[src/rtl/scan_loader.sv]
// Byte-wide loader for a serial scan chain: each accepted byte is shifted in LSB
// first while the displaced chain bits are reassembled into byte_out.
module scan_loader #(
    parameter int CHAIN_LEN = 272,
    parameter int CNT_WIDTH = 9
) (
    input  logic       clk,
    input  logic       rst,
    input  logic       start,
    input  logic [7:0] byte_in,
    input  logic       byte_valid,
    output logic       byte_ready,
    output logic       scan_enable,
    output logic       scan_in,
    input  logic       chain_out,
    output logic [7:0] byte_out,
    output logic       byte_out_valid,
    output logic       busy,
    output logic       done,
    output logic       cpu_halt
);

    typedef enum logic [1:0] {
        IDLE  = 2'd0,
        WAIT  = 2'd1,
        SHIFT = 2'd2,
        DONE  = 2'd3
    } state_t;

    localparam logic [CNT_WIDTH-1:0] LAST_BIT = CNT_WIDTH'(CHAIN_LEN - 1);

    state_t               state;
    state_t               state_nxt;
    logic [CNT_WIDTH-1:0] bit_cnt;
    logic [2:0]           bit_idx;
    logic [7:0]           shift_buf;
    logic [7:0]           cap_buf;
    logic                 last_of_byte;

    // Chain bits arrive LSB first, so each new sample enters at the top and
    // the first sample of a byte ends up in bit 0 after eight shifts.
    function automatic logic [7:0] capture_bit(input logic [7:0] cur, input logic b);
        return {b, cur[7:1]};
    endfunction

    assign last_of_byte = (bit_idx == 3'd7);

    always_ff @(posedge clk or posedge rst) begin
        if (rst) begin
            state <= IDLE;
        end else begin
            state <= state_nxt;
        end
    end

    always_comb begin
        state_nxt   = state;
        byte_ready  = 1'b0;
        scan_enable = 1'b0;
        scan_in     = 1'b0;
        busy        = 1'b1;
        done        = 1'b0;
        case (state)
            IDLE: begin
                busy = 1'b0;
                if (start) begin
                    state_nxt = WAIT;
                end
            end
            WAIT: begin
                byte_ready = 1'b1;
                if (byte_valid) begin
                    state_nxt = SHIFT;
                end
            end
            SHIFT: begin
                scan_enable = 1'b1;
                scan_in     = shift_buf[0];
                if (last_of_byte) begin
                    state_nxt = (bit_cnt == LAST_BIT) ? DONE : WAIT;
                end
            end
            DONE: begin
                done      = 1'b1;
                state_nxt = IDLE;
            end
            default: begin
                state_nxt = IDLE;
            end
        endcase
        cpu_halt = busy;
    end

    always_ff @(posedge clk or posedge rst) begin
        if (rst) begin
            bit_cnt        <= '0;
            bit_idx        <= '0;
            shift_buf      <= '0;
            cap_buf        <= '0;
            byte_out       <= '0;
            byte_out_valid <= 1'b0;
        end else begin
            byte_out_valid <= 1'b0;
            case (state)
                IDLE: begin
                    if (start) begin
                        bit_cnt <= '0;
                        bit_idx <= '0;
                    end
                end
                WAIT: begin
                    if (byte_valid) begin
                        shift_buf <= byte_in;
                    end
                end
                SHIFT: begin
                    shift_buf <= {1'b0, shift_buf[7:1]};
                    cap_buf   <= capture_bit(cap_buf, chain_out);
                    bit_cnt   <= bit_cnt + CNT_WIDTH'(1);
                    bit_idx   <= bit_idx + 3'd1;
                    // Publish the completed byte including the sample taken this cycle.
                    if (last_of_byte) begin
                        byte_out       <= capture_bit(cap_buf, chain_out);
                        byte_out_valid <= 1'b1;
                    end
                end
                default: begin
                end
            endcase
        end
    end

endmodule

[config.mk]
export PLATFORM = sky130hd
export DESIGN_NAME = scan_loader
export DESIGN_NICKNAME = d
export VERILOG_FILES = /design/src/rtl/scan_loader.sv
export SDC_FILE = /design/constraint.sdc
export NUM_CORES = 1
export LEC_CHECK = 0
export CAP_MARGIN = 30
export CORE_MARGIN = 2
export CORE_UTILIZATION = 53
export CTS_CLUSTER_DIAMETER = 60
export CTS_CLUSTER_SIZE = 28
export DETAILED_ROUTE_END_ITERATION = 8
export DONT_BUFFER_PORTS = 1
export MAX_ROUTING_LAYER = met4
export PLACE_DENSITY = 0.71
export SKIP_CTS_REPAIR_TIMING = 1
export SLEW_MARGIN = 0
export SYNTH_ARGS = -nofsm -noshare
export SYNTH_HDL_FRONTEND = slang
export SYNTH_SLANG_ARGS = --single-unit
[constraint.sdc]
create_clock -name clk -period 1.4 [get_ports clk]
set_input_delay 0.07 -clock clk [delete_from_list [all_inputs] [get_ports clk]]
set_output_delay 0.07 -clock clk [all_outputs]
set_load 0.02 [all_outputs]
==> summary.md <==
| Metric | Value |
|---|---|
| Worst reg2reg path depth | `5` |
| R2R Path End | `bit_cnt[7]` |
| Area delta synth->final | `39.48%` |
| CTS Buffer Depth | `2` |
| Compound-cell area share of the yosys netlist | `between 10% and 20%` |
| Worst path cell trace | `buf_6 > buf_12 > or2_4 > buf_12` |
| Unrepaired setup endpoints after global routing | `yes` |
| Post-Syn Area per Cell | `10.83 um2` |
| Fin area | `about 0.0025 mm2` |
| Flop pwr share | `35.5%` |
| Number of global-route vias before repair | `approximately 1.2k` |
| Worst reg-to-reg setup slack | `-0.05 ns` |
| Critical Path Sink Type | `output pin` |
| Final Hold Fails | `0` |
| N_diodes | `0` |
| Chip Height | `roughly 62 um` |
| Top cells by area, synth | `dfrtp_1 54%, nand2_1 6.4%, mux2i_1 5.1%` |
| Combinational share of power | `about half` |
| Final WL | `roughly 4300 um` |
| Synth unique cells | `36` |
| Post-synthesis adder-cell area fraction | `2.126%` |
| Max Freq | `around 660 MHz` |
| Max incr delay on CP | `approximately 0.44 ns` |
| TritonCTS Buffers | `5` |
| Standard-cell rows | `20` |
| Worst Path Required | `~1.3 ns` |
| Largest family of logic cells by synthesized area | `simple AND/OR/NAND/NOR gates` |
| Sequential area share after synthesis | `53.86%` |
| Worst r2r src | `state[1]` |
| Initial antenna violation count | `0` |
| Final Max Tran Viols | `0` |
| HPWL after DPL | `approximately 2500 um` |
| Clk sink count | `38` |
| Sw power | `around 0.0017 W` |
| Num ports | `28` |
| Leak | `about 1.2 nW` |
| Ys async rst share | `100.0%` |
| Final min period | `1.515 ns` |
| GRT Overall Usage | `between 20% and 30%` |
| Cell Area, Synth | `~0.0018 mm2` |
| Worst Hold Class | `in -> reg` |
| Final setup vio count | `12` |
| Hold Path Depth | `2` |
| Vias | `around 1.5k` |
| Worst hold slack | `about 0.0019 ns` |
| Slowest-stage cell, CP | `dfrtp_1` |
| CTS tree | `done` |
| CTS root buf | `clkbuf_4` |
| Hold Crit Start | `byte_valid` |
| Sw frac | `a little under two fifths` |
| Placer Congestion | `about 0.80` |
| Die width | `61.72 um` |
| Startpoint Class | `flip-flop` |
| Largest net degree at the start of global routing | `19` |
| Final net count | `230` |
| Residual DRC | `0` |
| Maximum Capacitance Violations | `0` |
| Slew @ Worst Pin | `0.5065 ns` |
| Dpl cell area | `just under 0.002 mm2` |
| Starting density of the core | `between 50% and 60%` |
| Final ANT Viol Nets | `0` |
| Fin crit share | `108.2%` |
| Clk_lat worst skew | `0.35 ns` |
| Clk_skew | `around 0.013 ns` |
| Avg WL per Cell | `16.58 um` |
| PD cells | `about 1900 mW/mm2` |
| Clock transition at path regs | `0.12 ns` |
| Hold EP | `shift_buf[7]` |
| Post-synthesis xor/xnor area fraction | `0%` |
| Yosys top cell by area | `dfrtp_1` |
| Layout cells sized above 1 | `around a third` |
| Crit Path Category | `reg -> out` |
| First-pass GRT wire length | `between 5000 and 6000 um` |
| VDD IR max | `0.9385 mV` |
| Int Power | `between 0.002 and 0.003 W` |
| Grt ovf | `0` |
| Main flop type after synthesis | `dfrtp_1` |
| Final WS setup | `-0.1148 ns` |
| Number of port buffers | `0` |
| Multiplexer area fraction after synthesis | `between 10 and 15%` |
| Status | `finished, violations left` |
| Post-Syn Instances | `163` |
| CP dominant cell by count | `buf_12` |
| Failing checks | `setup timing` |
| Clk pwr share | `13.1%` |
| H-tree lvl count | `2` |
| Max_slew headroom | `about two thirds` |
| Post-Synth Simple-Gate Area | `16.37%` |
| Synth Warn # | `0` |
| Die ar. | `between 0.003 and 0.004 mm2` |
| Vias/cell | `between 5 and 6` |
| Arr. time, crit path | `about 1.4 ns` |
| CP max FO | `5` |
| DR iter-0 viols | `roughly 110` |
| Synth top area share | `between 50% and 60%` |
| Post-synthesis sequential element count | `38` |
| Core area | `about 0.0031 mm2` |
| Drt first pass iters | `5` |
| Post-synth EDFFs | `0` |
| Syn nets | `about 180` |
[layer usage]
layer	GRT usage (%)	vias up	wire length [um]
met5	-	-	0
met4	8.207	0	115
met3	3.727	13	167
met2	31.88	52	2236
met1	26.66	752	1774
li1	-	686	-
[per-stage QoR]
stage | setup TNS (ns) | std cells | total power (W) | setup WS [ns] | utilization, %
6_report | -0.5561 | 259 | 0.004672 | -0.1148 | 79.35
5_1_grt | -1.641 | 259 | 0.004964 | -0.1696 | 79.35
4_1_cts | -2.598 | 227 | 0.003821 | -0.4257 | 64.84
3_5_place_dp | -0.9173 | 219 | 0.003223 | -0.1280 | 62.78
3_3_place_gp | -0.2233 | 219 | 0.003118 | -0.02838 | 62.78
2_1_floorplan | -0.03981 | 163 | 0.002696 | -0.03981 | -
[how the worst max path moves through the flow]
stage,start,endpoint
2_1_floorplan,bit_cnt[5],state[1]
3_3_place_gp,state[0],byte_out[6]
3_5_place_dp,state[0],byte_out[3]
4_1_cts,state[0],scan_in
5_1_grt,state[1],scan_in
6_report,state[1],busy
[flip-flops by register name (all words and copies together), names as in the netlist]
| signal | flops |
|---|---|
| cap_buf | 7 |
| shift_buf | 8 |
| state | 2 |
| bit_cnt | 9 |
| byte_out | 8 |
| bit_idx | 3 |
| byte_out_valid | 1 |
[area by class of cell]
| class | instances | area (um2) |
|---|---|---|
| clock inverters | 2 | 12.51 |
| flip-flops and latches | 38 | 950.9 |
| multi-input cells | 112 | 865.8 |
| clock buffers | 6 | 51.30 |
| repair buffers | 53 | 511.7 |
| well taps | 44 | 55.05 |
| fillers | 182 | 640.6 |
| inverters | 4 | 15.01 |
[synth_stat cells (all sizes together) (3+ instances only)]
| library cell | instances |
|---|---|
| a21oi | 7 |
| inv | 4 |
| clkbuf | 4 |
| a211oi | 7 |
| mux2 | 9 |
| a22o | 5 |
| ha | 3 |
| nand3 | 3 |
| mux2i | 9 |
| dfrtp | 38 |
| o211ai | 4 |
| buf | 5 |
| nand2 | 31 |
| o21ai | 4 |
| nor2b | 10 |
[layout by cell type (no fill, tap or decap), types with 3 or more instances in the layout]
cell type / instances
buf_6: 7
o211ai_1: 3
inv_1: 3
o21ai_1: 3
mux2i_1: 9
buf_12: 3
nor2b_1: 8
buf_4: 29
dlygate4sd3_1: 11
a22o_1: 5
a211oi_1: 6
clkbuf_4: 5
dfrtp_1: 38
nand2_1: 30
a21oi_1: 7
mux2_1: 7
[logic make-up after synthesis]
logic type,Yosys count
simple gates,57
flops,38
fa+ha+maj,3
mux,18
buf+inv,13
compound gates,34
[power groups by stage]
stage	Combinational, W	Sequential [W]	Clock (W)
2_1_floorplan	0.00109	0.00160	0
3_3_place_gp	0.00150	0.00162	0
3_5_place_dp	0.00157	0.00165	0
4_1_cts	0.00158	0.00163	0.000616
5_1_grt	0.00259	0.00171	0.000671
6_report	0.00240	0.00166	0.000610
[worst max-delay path, delay by kind of cell, from the launching register on]
family / cells / cell delay (ns)
flops: 1 / 0.44
buf+inv: 3 / 0.41
simple gates: 1 / 0.23
Power figures use the tool's default switching activity.
